[config.mk]
export PLATFORM = sky130hd
export DESIGN_NAME = mdrp_responder_flat
export DESIGN_NICKNAME = d
export VERILOG_FILES = /design/src/rtl/mdrp_responder_if.sv /design/src/rtl/mdrp_responder.sv /design/src/flat_wrapper.sv
export SDC_FILE = /design/constraint.sdc
export NUM_CORES = 1
export LEC_CHECK = 0
export ABC_AREA = 1
export CAP_MARGIN = 20
export CORE_MARGIN = 2
export CORE_UTILIZATION = 48
export DETAILED_ROUTE_END_ITERATION = 10
export PLACE_DENSITY = 0.86
export SYNTH_ARGS = -nofsm -noshare
export SYNTH_HDL_FRONTEND = slang
export SYNTH_SLANG_ARGS = --single-unit
[constraint.sdc]
create_clock -name mdclk -period 2.2 [get_ports mdclk]
set_clock_uncertainty 0.2 [all_clocks]
set_input_delay 0.44 -clock mdclk [delete_from_list [all_inputs] [get_ports mdclk]]
set_output_delay 0.44 -clock mdclk [all_outputs]
set_load 0.02 [all_outputs]
[src/rtl/mdrp_responder_if.sv]
// MDRP bus bundle: opcode, address-increment and write data from the initiator, read data back.
interface mdrp_responder_if;
  logic [1:0] mdopc;
  logic       mdainc;
  logic [7:0] mdwdi;
  logic [7:0] mdrdo;

  modport master (output mdopc, output mdainc, output mdwdi, input mdrdo);
  modport slave  (input mdopc, input mdainc, input mdwdi, output mdrdo);
endinterface

[src/rtl/mdrp_responder.sv]
// MDRP responder: 8-bit register bank behind an auto-incrementing pointer,
// plus a modelled PLL lock that drops on reset, pll_reset or any write.
module mdrp_responder #(
  parameter int ADDR_W      = 4,
  parameter int DEFAULT_FAC = 24,
  parameter int LOCK_DELAY  = 64
) (
  input  logic                        mdclk,
  input  logic                        rst_n,
  input  logic                        pll_reset,
  mdrp_responder_if.slave             bus,
  output logic [8*(2**ADDR_W)-1:0]    cfg,
  output logic                        lock,
  output logic                        busy
);

  localparam int DEPTH = 2**ADDR_W;

  localparam logic [1:0] OP_WRITE = 2'b01;
  localparam logic [1:0] OP_READ  = 2'b10;
  localparam logic [1:0] OP_ALOAD = 2'b11;

  localparam logic [1:0] S_LOCKED = 2'd0;
  localparam logic [1:0] S_HOLD   = 2'd1;
  localparam logic [1:0] S_COUNT  = 2'd2;

  localparam logic [15:0] DELAY = 16'(LOCK_DELAY);
  localparam logic [7:0]  FAC   = 8'(DEFAULT_FAC);

  logic [ADDR_W-1:0]  r_addr;
  logic [8*DEPTH-1:0] r_bank;
  logic [7:0]         r_rdata;
  logic [1:0]         r_state;
  logic [15:0]        r_cnt;

  logic               w_write;
  logic               w_read;
  logic [ADDR_W-1:0]  w_addr_base;
  logic [ADDR_W-1:0]  w_addr_next;
  logic [ADDR_W+2:0]  w_bit_idx;

  assign w_write     = (bus.mdopc == OP_WRITE);
  assign w_read      = (bus.mdopc == OP_READ);
  // Increment applies after the op, so a load with mdainc lands on the loaded value + 1.
  assign w_addr_base = (bus.mdopc == OP_ALOAD) ? bus.mdwdi[ADDR_W-1:0] : r_addr;
  assign w_addr_next = w_addr_base + {{(ADDR_W-1){1'b0}}, bus.mdainc};
  assign w_bit_idx   = {r_addr, 3'b000};

  always_ff @(posedge mdclk or negedge rst_n) begin
    if (!rst_n) begin
      r_addr  <= '0;
      r_bank  <= {{(8*DEPTH-8){1'b0}}, FAC};
      r_rdata <= '0;
    end else begin
      r_addr <= w_addr_next;
      if (w_write) begin
        r_bank[w_bit_idx +: 8] <= bus.mdwdi;
      end
      if (w_read) begin
        r_rdata <= r_bank[w_bit_idx +: 8];
      end
    end
  end

  // pll_reset outranks a write; a write in any other state (re)starts the full delay.
  always_ff @(posedge mdclk or negedge rst_n) begin
    if (!rst_n) begin
      r_state <= S_COUNT;
      r_cnt   <= DELAY;
    end else if (pll_reset) begin
      r_state <= S_HOLD;
      r_cnt   <= DELAY;
    end else if (w_write) begin
      r_state <= S_COUNT;
      r_cnt   <= DELAY;
    end else if (r_state != S_LOCKED) begin
      if (r_cnt <= 16'd1) begin
        r_state <= S_LOCKED;
      end else begin
        r_state <= S_COUNT;
        r_cnt   <= r_cnt - 16'd1;
      end
    end
  end

  assign cfg       = r_bank;
  assign bus.mdrdo = r_rdata;
  assign lock      = (r_state == S_LOCKED);
  assign busy      = (r_state != S_LOCKED);

endmodule
[src/flat_wrapper.sv]
// flat-port wrapper written by rule: the top's interface ports become plain ports
module mdrp_responder_flat 
#(
  parameter int ADDR_W      = 4,
  parameter int DEFAULT_FAC = 24,
  parameter int LOCK_DELAY  = 64
)
  (mdclk, rst_n, pll_reset, cfg, lock, busy, bus_mdopc, bus_mdainc, bus_mdwdi, bus_mdrdo);
  mdrp_responder_if bus_i ();
  input  logic mdclk;
  input  logic rst_n;
  input  logic pll_reset;
  output logic [8*(2**ADDR_W)-1:0] cfg;
  output logic lock;
  output logic busy;
  input wire logic [$bits(bus_i.mdopc)-1:0] bus_mdopc;
  input wire logic [$bits(bus_i.mdainc)-1:0] bus_mdainc;
  input wire logic [$bits(bus_i.mdwdi)-1:0] bus_mdwdi;
  output wire logic [$bits(bus_i.mdrdo)-1:0] bus_mdrdo;
  assign bus_i.mdopc = bus_mdopc;
  assign bus_i.mdainc = bus_mdainc;
  assign bus_i.mdwdi = bus_mdwdi;
  assign bus_mdrdo = bus_i.mdrdo;
  mdrp_responder #(.ADDR_W(ADDR_W), .DEFAULT_FAC(DEFAULT_FAC), .LOCK_DELAY(LOCK_DELAY)) u_core (.mdclk(mdclk), .rst_n(rst_n), .pll_reset(pll_reset), .bus(bus_i), .cfg(cfg), .lock(lock), .busy(busy));
endmodule
==> impl_metrics.json <==
{
  "slew_viol_final": 0,
  "clock-sinks": 158,
  "finish.net_count": 1209,
  "critical_path.slowest_cell": "clkdlybuf4s50_1",
  "endpoint_kind": "output port",
  "syn-cell-area_um2": 8150,
  "grt_max_degree": 62,
  "relSlewSlack_pct": 64.5,
  "areaGrowthSynthToFinish_pct": 29.2,
  "cts_made_buffers": 17,
  "routabilityCongestion": 0.993,
  "synth_fp_nets": 1049,
  "power_density_nw_per_um2": 1510,
  "hold_ws_ns": 0.235,
  "worstSetupPathType": "reg -> out",
  "dp_hpwl_um": 19400,
  "clock-root-buffer": "clkbuf_16",
  "start_util_pct": 49.1,
  "run_status": "finished clean",
  "yosysSeqAreaShare_pct": 48.6,
  "fin_setup_tns_ns": 0,
  "std_cell_rows": 47,
  "yosysWarnings": 0,
  "critPathMaxFanout": 3,
  "required_ns": 1.56,
  "min_period_ns": 2.16,
  "drcViolationCount": 0,
  "drtAntennaViolNets": 0,
  "worst_slew_pin_slew_ns": 0.531,
  "cap_violations": 0,
  "overflow": 0,
  "path_delay_family": "buffers and inverters",
  "cp-start-kind": "flop",
  "portBuffers": 151,
  "antenna_found_initial": 0,
  "io-pin-count": 152,
  "mostFrequentLayoutCells": "386 x nand2_1, 153 x dfrtp_1, 146 x clkdlybuf4s50_1",
  "rsz0062_at_grt": "no",
  "synth_area_leaders": "dfrtp_1 47%, nand2_1 18%, nand3_1 6.1%",
  "async_reset_ff_share_pct": 100,
  "reg2reg_depth": 9,
  "synth_edf_count": 0,
  "dieWidth_um": 134,
  "peakVddDrop_mv": 0.858,
  "clock_latency_ns": 0.44,
  "syn_inst": 1027,
  "drtIter0Drc": 999,
  "final_common_cell": "nand2_1",
  "firstDrtPassIters": 8,
  "cp_cell_sequence": "clkdlybuf4s50_1",
  "htree_levels": 4,
  "yosysTopAreaCell": "dfrtp_1",
  "yosysTopAreaCellShare_pct": 47.3,
  "tritoncts": "yes",
  "grt_pass1_wl_um": 40900,
  "die_y_um": 134,
  "path_clk_slew_ns": 0.06,
  "hold_class": "in -> async",
  "viasPerCell": 5.46,
  "timing_hold_violations_final": 0,
  "setup-violations-final": 0,
  "insertedDiodeCount": 0,
  "clock_path_buffers": 2,
  "coreArea_um2": 16600,
  "cp_num_buf_inv": 1,
  "worst-path-stages": 1,
  "multiInputGateArea_um2": 3690,
  "wl_um": 26500,
  "dieArea_um2": 18000,
  "ys_types": 35,
  "fin_crit_sh_pct": 98.0,
  "synth_flop_cell": "dfrtp_1",
  "fillers": 1415,
  "max_freq_mhz": 464,
  "p_leak_nw": 4.85,
  "ff_latch_area_um2": 3960,
  "drive_gt1_share_pct": 11.9,
  "critical_path_arrival_ns": 1.52,
  "grt.total_usage_pct": 30.1,
  "vias": 7745,
  "syn_avg_cell_area_um2": 7.93,
  "wire_per_inst_um": 18.7,
  "ys_seq_elements": 158,
  "grt_pass1_vias": 7352,
  "worst_path_largest_cell_delay_ns": 0.64
}
## stage by stage
step	utilization [%]	instance area, µm²	setup WS [ns]	cells	total power [mW]
floorplan	-	8170	0.0292	1027	9.39
global route	63.5	10500	0.00530	1419	16.7
global placement	60.0	9960	-0.0708	1386	12.7
detailed placement	60.0	9960	-0.0593	1386	12.9
CTS	63.3	10500	0.0343	1418	15.7
finish	63.5	10500	0.0436	1419	15.9
## path summary, 6_finish.rpt
kind                       slack (ns)                       startpoint                              end
setup / recovery                 0.04       u_core.cfg[35]$_DFFE_PN0P_                          cfg[35]
hold / removal                   0.23                            rst_n       u_core.cfg[38]$_DFFE_PN0P_
min in group mdclk               0.29  u_core.bus.mdrdo[4]$_DFFE_PN0N_  u_core.bus.mdrdo[4]$_DFFE_PN0N_
hold reg to reg                  0.29  u_core.bus.mdrdo[4]$_DFFE_PN0N_  u_core.bus.mdrdo[4]$_DFFE_PN0N_
setup reg to reg                 0.10       u_core.r_addr[0]$_DFF_PN0_       u_core.cfg[28]$_DFFE_PN0P_
max in group asynchronous        0.94                            rst_n    u_core.r_state[1]$_DFFE_PN1P_
## sequential cells by signal, summed over array words and instances, names as in the netlist
register / flops
u_core.bus.mdrdo: 8
u_core.r_addr: 4
u_core.cfg: 128
u_core.r_state: 2
u_core.r_cnt: 16
## Yosys cell counts (4+ instances only)
library cell / number
a21oi_1: 18
buf_1: 4
buf_2: 15
buf_6: 10
clkbuf_1: 12
dfrtp_1: 154
dfstp_2: 4
ha_1: 8
inv_1: 57
inv_2: 8
nand2_1: 386
nand2_2: 9
nand2_4: 7
nand3_1: 100
nand3b_1: 5
nor2_1: 50
nor2_4: 6
o21ai_0: 61
o21ai_1: 53
o21ai_2: 33
xnor2_1: 4
xor2_1: 4
## per-layer routing
layer | global-route usage [%] | share of wire, %
met1 | 42.9 | 41
met2 | 46.3 | 46
met3 | 5.86 | 9.6
met4 | 10.4 | 3.4
met5 | 0 | 0
## power by group
part | leakage [nW] | switching [mW] | internal (mW) | total (mW)
Sequential | 2.11 | 1.08 | 3.94 | 5.03
Clock | 0.255 | 1.26 | 1.48 | 2.74
Combinational | 2.48 | 4.91 | 3.20 | 8.11
## repair_timing
action                                 4_1_cts  5_1_grt
setup endpoints to repair                    4       16
resized for setup                            4        2
endpoints found under the hold margin       20        0
hold buffers                                 1        0
buffers inserted                             0        1
pin swaps                                    0        1
## logic make-up (layout without fill, tap and decap cells)
| group | after synthesis | after routing | synth area share [%] |
|---|---|---|---|
| AND/OR/NAND/NOR | 573 | 573 | 30.6 |
| AO/OA/AOI/OAI | 169 | 169 | 12.1 |
| flip-flops | 158 | 158 | 48.6 |
| buffers and inverters | 110 | 282 | 6.31 |
| XOR/XNOR | 9 | 9 | 1.20 |
| adder cells (fa/ha/maj) | 8 | 8 | 1.23 |
## final cells by class
type                       count  share of cell area (%)
multi-input combinational    759                    35.1
clock inverter                11                   0.832
inverter                      67                    2.42
timing repair buffer         184                    17.2
tap                          220                    2.61
clock buffer                  20                    4.24
sequential                   158                    37.6
(Power assumes the default switching activity.)
